<file path="src/rtl/div_sequencer_if.sv">
// Handshake and data bundle between the EX stage and the multicycle divider.
interface div_sequencer_if #(
  parameter int unsigned DATA_W = 32
);
  logic                  signed_div_i;
  logic [DATA_W-1:0]     opdata1_i;
  logic [DATA_W-1:0]     opdata2_i;
  logic                  start_i;
  logic                  annul_i;
  logic [2*DATA_W-1:0]   result_o;
  logic                  ready_o;

  modport master (
    output signed_div_i, opdata1_i, opdata2_i, start_i, annul_i,
    input  result_o, ready_o
  );

  modport slave (
    input  signed_div_i, opdata1_i, opdata2_i, start_i, annul_i,
    output result_o, ready_o
  );
endinterface

</file>
<file path="src/rtl/div_sequencer.sv">
// Multicycle restoring divider for DIV/DIVU; returns {remainder, quotient}
// after DATA_W shift-subtract steps with sign correction for signed ops.
module div_sequencer #(
  parameter int unsigned DATA_W = 32,
  parameter int unsigned CNT_W  = 6
) (
  input  logic           clk,
  input  logic           rst,
  div_sequencer_if.slave bus
);

  typedef enum logic [1:0] {
    IDLE    = 2'd0,
    DIVZERO = 2'd1,
    BUSY    = 2'd2,
    DONE    = 2'd3
  } state_e;

  state_e                state_q,  state_d;
  logic [CNT_W-1:0]      cnt_q,    cnt_d;
  logic [DATA_W-1:0]     dvd_q,    dvd_d;     // dividend bits shift out, quotient bits shift in
  logic [DATA_W-1:0]     dvs_q,    dvs_d;
  logic [DATA_W-1:0]     rem_q,    rem_d;
  logic                  sgn_q,    sgn_d;
  logic                  dvd_neg_q, dvd_neg_d;
  logic                  dvs_neg_q, dvs_neg_d;
  logic [2*DATA_W-1:0]   result_q, result_d;
  logic                  ready_q,  ready_d;

  logic                  op1_neg_c;
  logic                  op2_neg_c;
  logic [DATA_W-1:0]     op1_abs_c;
  logic [DATA_W-1:0]     op2_abs_c;
  logic [DATA_W:0]       rem_shift_c;
  logic [DATA_W-1:0]     rem_sub_c;
  logic                  step_ge_c;
  logic [DATA_W-1:0]     rem_step_c;
  logic [DATA_W-1:0]     quot_step_c;
  logic [DATA_W-1:0]     quot_fix_c;
  logic [DATA_W-1:0]     rem_fix_c;
  logic                  last_step_c;

  // Operand magnitudes for capture; unsigned ops pass straight through.
  always_comb begin
    op1_neg_c = bus.signed_div_i & bus.opdata1_i[DATA_W-1];
    op2_neg_c = bus.signed_div_i & bus.opdata2_i[DATA_W-1];
    op1_abs_c = op1_neg_c ? (DATA_W'(0) - bus.opdata1_i) : bus.opdata1_i;
    op2_abs_c = op2_neg_c ? (DATA_W'(0) - bus.opdata2_i) : bus.opdata2_i;
  end

  // One restoring step; the extra top bit keeps the compare exact for large divisors.
  always_comb begin
    rem_shift_c = {rem_q, dvd_q[DATA_W-1]};
    step_ge_c   = (rem_shift_c >= {1'b0, dvs_q});
    rem_sub_c   = rem_shift_c[DATA_W-1:0] - dvs_q;
    rem_step_c  = step_ge_c ? rem_sub_c : rem_shift_c[DATA_W-1:0];
    quot_step_c = {dvd_q[DATA_W-2:0], step_ge_c};
    quot_fix_c  = (sgn_q && (dvd_neg_q ^ dvs_neg_q)) ? (DATA_W'(0) - quot_step_c) : quot_step_c;
    rem_fix_c   = (sgn_q && dvd_neg_q) ? (DATA_W'(0) - rem_step_c) : rem_step_c;
    last_step_c = (cnt_q == CNT_W'(DATA_W - 1));
  end

  always_comb begin
    state_d   = state_q;
    cnt_d     = cnt_q;
    dvd_d     = dvd_q;
    dvs_d     = dvs_q;
    rem_d     = rem_q;
    sgn_d     = sgn_q;
    dvd_neg_d = dvd_neg_q;
    dvs_neg_d = dvs_neg_q;
    result_d  = result_q;
    ready_d   = ready_q;

    if (bus.annul_i) begin
      state_d  = IDLE;
      ready_d  = 1'b0;
      result_d = '0;
    end else begin
      unique case (state_q)
        IDLE: begin
          ready_d  = 1'b0;
          result_d = '0;
          if (bus.start_i) begin
            if (bus.opdata2_i == '0) begin
              state_d = DIVZERO;
            end else begin
              state_d   = BUSY;
              cnt_d     = '0;
              rem_d     = '0;
              dvd_d     = op1_abs_c;
              dvs_d     = op2_abs_c;
              sgn_d     = bus.signed_div_i;
              dvd_neg_d = op1_neg_c;
              dvs_neg_d = op2_neg_c;
            end
          end
        end
        DIVZERO: begin
          state_d  = DONE;
          ready_d  = 1'b1;
          result_d = '0;
        end
        BUSY: begin
          dvd_d = quot_step_c;
          rem_d = rem_step_c;
          cnt_d = cnt_q + CNT_W'(1);
          if (last_step_c) begin
            state_d  = DONE;
            ready_d  = 1'b1;
            result_d = {rem_fix_c, quot_fix_c};
          end
        end
        DONE: begin
          // EX must drop start to release the result before the next divide.
          if (!bus.start_i) begin
            state_d  = IDLE;
            ready_d  = 1'b0;
            result_d = '0;
          end
        end
        default: begin
          state_d  = IDLE;
          ready_d  = 1'b0;
          result_d = '0;
        end
      endcase
    end
  end

  always_ff @(posedge clk or posedge rst) begin
    if (rst) begin
      state_q   <= IDLE;
      cnt_q     <= '0;
      dvd_q     <= '0;
      dvs_q     <= '0;
      rem_q     <= '0;
      sgn_q     <= 1'b0;
      dvd_neg_q <= 1'b0;
      dvs_neg_q <= 1'b0;
      result_q  <= '0;
      ready_q   <= 1'b0;
    end else begin
      state_q   <= state_d;
      cnt_q     <= cnt_d;
      dvd_q     <= dvd_d;
      dvs_q     <= dvs_d;
      rem_q     <= rem_d;
      sgn_q     <= sgn_d;
      dvd_neg_q <= dvd_neg_d;
      dvs_neg_q <= dvs_neg_d;
      result_q  <= result_d;
      ready_q   <= ready_d;
    end
  end

  assign bus.result_o = result_q;
  assign bus.ready_o  = ready_q;

endmodule

</file>
<file path="src/flat_wrapper.sv">
// flat-port wrapper written by rule: the top's interface ports become plain ports
module div_sequencer_flat 
#(
  parameter int unsigned DATA_W = 32,
  parameter int unsigned CNT_W  = 6
)
  (clk, rst, bus_signed_div_i, bus_opdata1_i, bus_opdata2_i, bus_start_i, bus_annul_i, bus_result_o, bus_ready_o);
  div_sequencer_if #(.DATA_W(DATA_W)) bus_i ();
  input  logic clk;
  input  logic rst;
  input wire logic [$bits(bus_i.signed_div_i)-1:0] bus_signed_div_i;
  input wire logic [$bits(bus_i.opdata1_i)-1:0] bus_opdata1_i;
  input wire logic [$bits(bus_i.opdata2_i)-1:0] bus_opdata2_i;
  input wire logic [$bits(bus_i.start_i)-1:0] bus_start_i;
  input wire logic [$bits(bus_i.annul_i)-1:0] bus_annul_i;
  output wire logic [$bits(bus_i.result_o)-1:0] bus_result_o;
  output wire logic [$bits(bus_i.ready_o)-1:0] bus_ready_o;
  assign bus_i.signed_div_i = bus_signed_div_i;
  assign bus_i.opdata1_i = bus_opdata1_i;
  assign bus_i.opdata2_i = bus_opdata2_i;
  assign bus_i.start_i = bus_start_i;
  assign bus_i.annul_i = bus_annul_i;
  assign bus_result_o = bus_i.result_o;
  assign bus_ready_o = bus_i.ready_o;
  div_sequencer #(.DATA_W(DATA_W), .CNT_W(CNT_W)) u_core (.clk(clk), .rst(rst), .bus(bus_i));
endmodule
</file>
<file path="config.mk">
export PLATFORM = sky130hd
export DESIGN_NAME = div_sequencer_flat
export DESIGN_NICKNAME = d
export VERILOG_FILES = /design/src/rtl/div_sequencer_if.sv /design/src/rtl/div_sequencer.sv /design/src/flat_wrapper.sv
export SDC_FILE = /design/constraint.sdc
export NUM_CORES = 1
export LEC_CHECK = 0
export CORE_ASPECT_RATIO = 0.6
export CORE_MARGIN = 2
export CORE_UTILIZATION = 58
export DETAILED_ROUTE_END_ITERATION = 8
export PLACE_DENSITY_LB_ADDON = 0.15
export SLEW_MARGIN = 20
export SYNTH_ARGS = -nofsm -noshare
export SYNTH_HDL_FRONTEND = slang
export SYNTH_SLANG_ARGS = --single-unit
</file>
<file path="constraint.sdc">
create_clock -name clk -period 6.81 [get_ports clk]
set_clock_uncertainty 0.15 [all_clocks]
set_input_delay 1.362 -clock clk [delete_from_list [all_inputs] [get_ports clk]]
set_output_delay 1.362 -clock clk [all_outputs]
set_load 0.005 [all_outputs]
</file>
==> metrics.cfg <==
[outcome]
status = finished clean

[floorplanning]
dieArea_mm2 = 0.02275
fp-row-count = 41
ios = 134
core_area_mm2 = 0.02108
start_util_pct = 59.21
fp.dieW_um = 193.4
die_h_um = 117.6

[timing]
fin_tns_setup_ns = 0
setup_viol = 0
hold_viol_final = 0
finalCritPeriodShare_pct = 82.74
hold_slack_ns = 0.3285
rsz0062_at_grt = false
slew_violations = 0
max_freq_ghz = 0.1775
relSlewSlack_pct = 28.66
period_minus_slack_ns = 5.635
tightestPinTransition_ns = 1.070

[final_layout]
syn2layout_area_growth_pct = 15.63
drive_gt1_share_pct = 6.105
antenna_cells = 0
fin_nets = 1735
fin_util_pct = 68.47

[synth]
ys_types = 102
synth_xor_area_share_pct = 9.331
synthArstFlopShare_pct = 100.0
ys_warn_count = 0
netlist_top_cells_area = dfrtp_1 (34%), nand2_1 (7.6%), o21ai_0 (6.8%), a21oi_1 (5.1%), xor2_1 (5.1%)
synthCells = 1550
synthAdderAreaFrac_pct = 4.169
yosys.area_share.simple_pct = 21.62
ys_seq_area_share_pct = 34.48
synth-compound-area-share_pct = 22.82
synth-edff-count = 0
yosysTopAreaCell = dfrtp_1
synthMuxAreaShare_pct = 1.884
ys_ff_latch = 172
synth_top_family_by_area = compound AO/OA/AOI/OAI gates
synthFlopType = dfrtp_1
syn_area_mm2 = 0.01248
syn-mean-instance-area_um2 = 8.054
synth_top_cell_area_share_pct = 34.48
syn_nets = 1660

[setup_path]
crit_chain = ha_1, nor2b_1, o2111a_1, o21ai_1, a2111o_2, nand3_4, inv_2, mux2i_1, ha_1, and2_1, nand2_1, or3b_1, nor4_2, a41oi_1, nor3b_2, a31oi_1, xor2_1, o21ai_1
arrival_ns = 5.84
path_max_fanout = 28
path_delay_family = simple AND/OR/NAND/NOR gates
reg2reg_depth = 18
path_depth = 18
crit_path_end_kind = register
critPathRequiredTime_ns = 7.02
crit_type = register to register
critPathLaunchType = register
cpPeakStageDelay_ns = 0.55
critPathSlowestCell = a2111o_2
path_buf_inv = 1

[route]
detail-route-antenna-nets = 0
detail_route.vias_per_cell = 6.202
wl_met1_um = 17340
drtIter0Drc = 1171
wl_met2_um = 14890
drtPass1Iterations = 5
wl_met3_um = 3293
drc_errors = 0
via_count = 11890
top_layer = met4
wire_per_inst_um = 18.75
wl_um = 35940

[power]
pwr-share-comb_pct = 60.3
vdd_drop_max_mv = 0.3314
switching_power_mw = 3.327
power.leakage_nw = 6.053
power_frac_seq_pct = 24.5
p_sw_share_pct = 49.52
cell_internal_pwr_mw = 3.391
p_clk_share_pct = 15.2
pwr_density_cell_mw_per_mm2 = 465.4
p_total_mw = 6.718

[clocking]
cts_tree = yes
insertion_delay_ns = 0.45
cts_sinks = 172
cts-root-buf = clkbuf_16
clk_pin_slew_worst_paths_ns = 0.07
h-tree-depth = 4
cts_setup_buffers = 0
numCtsBuffers = 17
ctsHoldBuffers = 0
ctsResizeCount = 0
clock_path_buffers = 2

[placement]
place.gp.congestion = 0.9631
dp_hpwl_um = 26700
io_buffers = 133

[worst_hold_path]
hold_path_depth = 2
hold_path_class = register to register

[grt]
first_global_vias = 10580
grt_use_total_pct = 31.26
antenna_found_initial = 0
gr-total-overflow = 0
grt_max_degree = 84
grt_pass1_wl_um = 57280

[flow_run]
max_cap_viol_count = 0

[Yosys cell counts (all sizes together) (14+ instances only)]
library cell / count
xor2: 72
mux2i: 19
nand4: 14
or3: 25
nor3: 39
o31ai: 51
nor2: 115
xnor2: 61
nor4: 16
a21oi: 128
nand2: 253
dfrtp: 172
inv: 60
o21ai: 178
and2: 16
buf: 28
ha: 40
nand3: 31
clkbuf: 62
[cell families after synthesis]
family                     count (synthesis)
AOI/OAI and AO/OA                        464
muxes                                     23
xor gates and xnor gates                 133
buffers and inverters                    151
adders and majority gates                 41
and+or+nand+nor                          566
DFF                                      172
[flip-flops by register name, summed over array words and instances, names as in the netlist]
signal	cells
u_core.bus.ready_o	1
u_core.bus.result_o	64
u_core.cnt_q	6
u_core.dvd_neg_q	1
u_core.dvd_q	32
u_core.dvs_neg_q	1
u_core.dvs_q	32
u_core.rem_q	32
u_core.sgn_q	1
u_core.state_q	2
[stage by stage]
step | cell area (µm²) | worst slack, ns | instances
2_1_floorplan | 12480 | 0.6379 | 1550
3_3_place_gp | 13830 | 1.333 | 1885
3_5_place_dp | 13830 | 1.199 | 1885
4_1_cts | 14430 | 1.266 | 1917
5_1_grt | 14440 | 0.9327 | 1917
6_report | 14440 | 1.175 | 1917
[per-layer routing]
metal	up-vias	global-route usage, %
li1	5653	-
met3	41	7.221
met1	5676	49.71
met2	519	42.25
met5	-	0
met4	0	7.347
[tightest hold or removal path: cells and delay by family, from the launching register on]
family	cells	cell delay, ns
AOI/OAI and AO/OA	1	0.06
DFF	1	0.34
and+or+nand+nor	1	0.04
[final cells by class]
class                      count  area (µm²)
clock inverter                14       158.9
clock buffer                  18       439.2
multi-input combinational   1227        7506
tap                          279       349.1
fill                        1731        6648
inverter                      60       230.2
timing repair buffer         147        1449
sequential                   172        4304
[power groups by stage]
stage	clock (mW)	combinational [mW]	sequential, mW
5_1_grt	1.07	4.39	1.69
3_3_place_gp	0	3.84	1.64
3_5_place_dp	0	3.91	1.65
6_report	1.02	4.05	1.65
2_1_floorplan	0	2.95	1.57
4_1_cts	1.02	3.95	1.64
[final timing paths]
check                      slack, ns                      end               startpoint
setup / recovery                1.18  u_core.bus.result_o[62]          u_core.rem_q[0]
hold / removal                  0.33  u_core.bus.result_o[15]  u_core.bus.result_o[15]
setup reg to reg                1.18  u_core.bus.result_o[62]          u_core.rem_q[0]
hold reg to reg                 0.33  u_core.bus.result_o[15]  u_core.bus.result_o[15]
max in group asynchronous       4.10          u_core.dvs_q[7]                      rst
min in group asynchronous       1.26  u_core.bus.result_o[11]                      rst
[cell usage in the layout, fill, tap and decap left out, types with 6 or more instances in the layout]
cell type | netlist | final
or3_1 | 23 | 23
nor4_1 | 14 | 13
or4_1 | 7 | 7
mux2i_1 | 19 | 19
a21oi_1 | 127 | 126
clkbuf_16 | 0 | 17
clkdlybuf4s50_1 | 0 | 133
xor2_1 | 72 | 72
nand4_1 | 11 | 11
nor2_1 | 112 | 111
o21ai_1 | 7 | 7
a31oi_1 | 13 | 13
inv_1 | 59 | 58
nand3_1 | 28 | 28
and2_1 | 15 | 15
o41ai_1 | 8 | 8
a211oi_1 | 6 | 6
buf_4 | 5 | 13
o21ai_0 | 170 | 170
nand2b_1 | 12 | 12
nor3_1 | 39 | 39
a21o_1 | 11 | 10
o31ai_1 | 49 | 49
ha_1 | 40 | 39
dfrtp_1 | 172 | 172
nand2_1 | 252 | 251
xnor2_1 | 61 | 61
No activity file was read; power rests on OpenSTA's default activity.
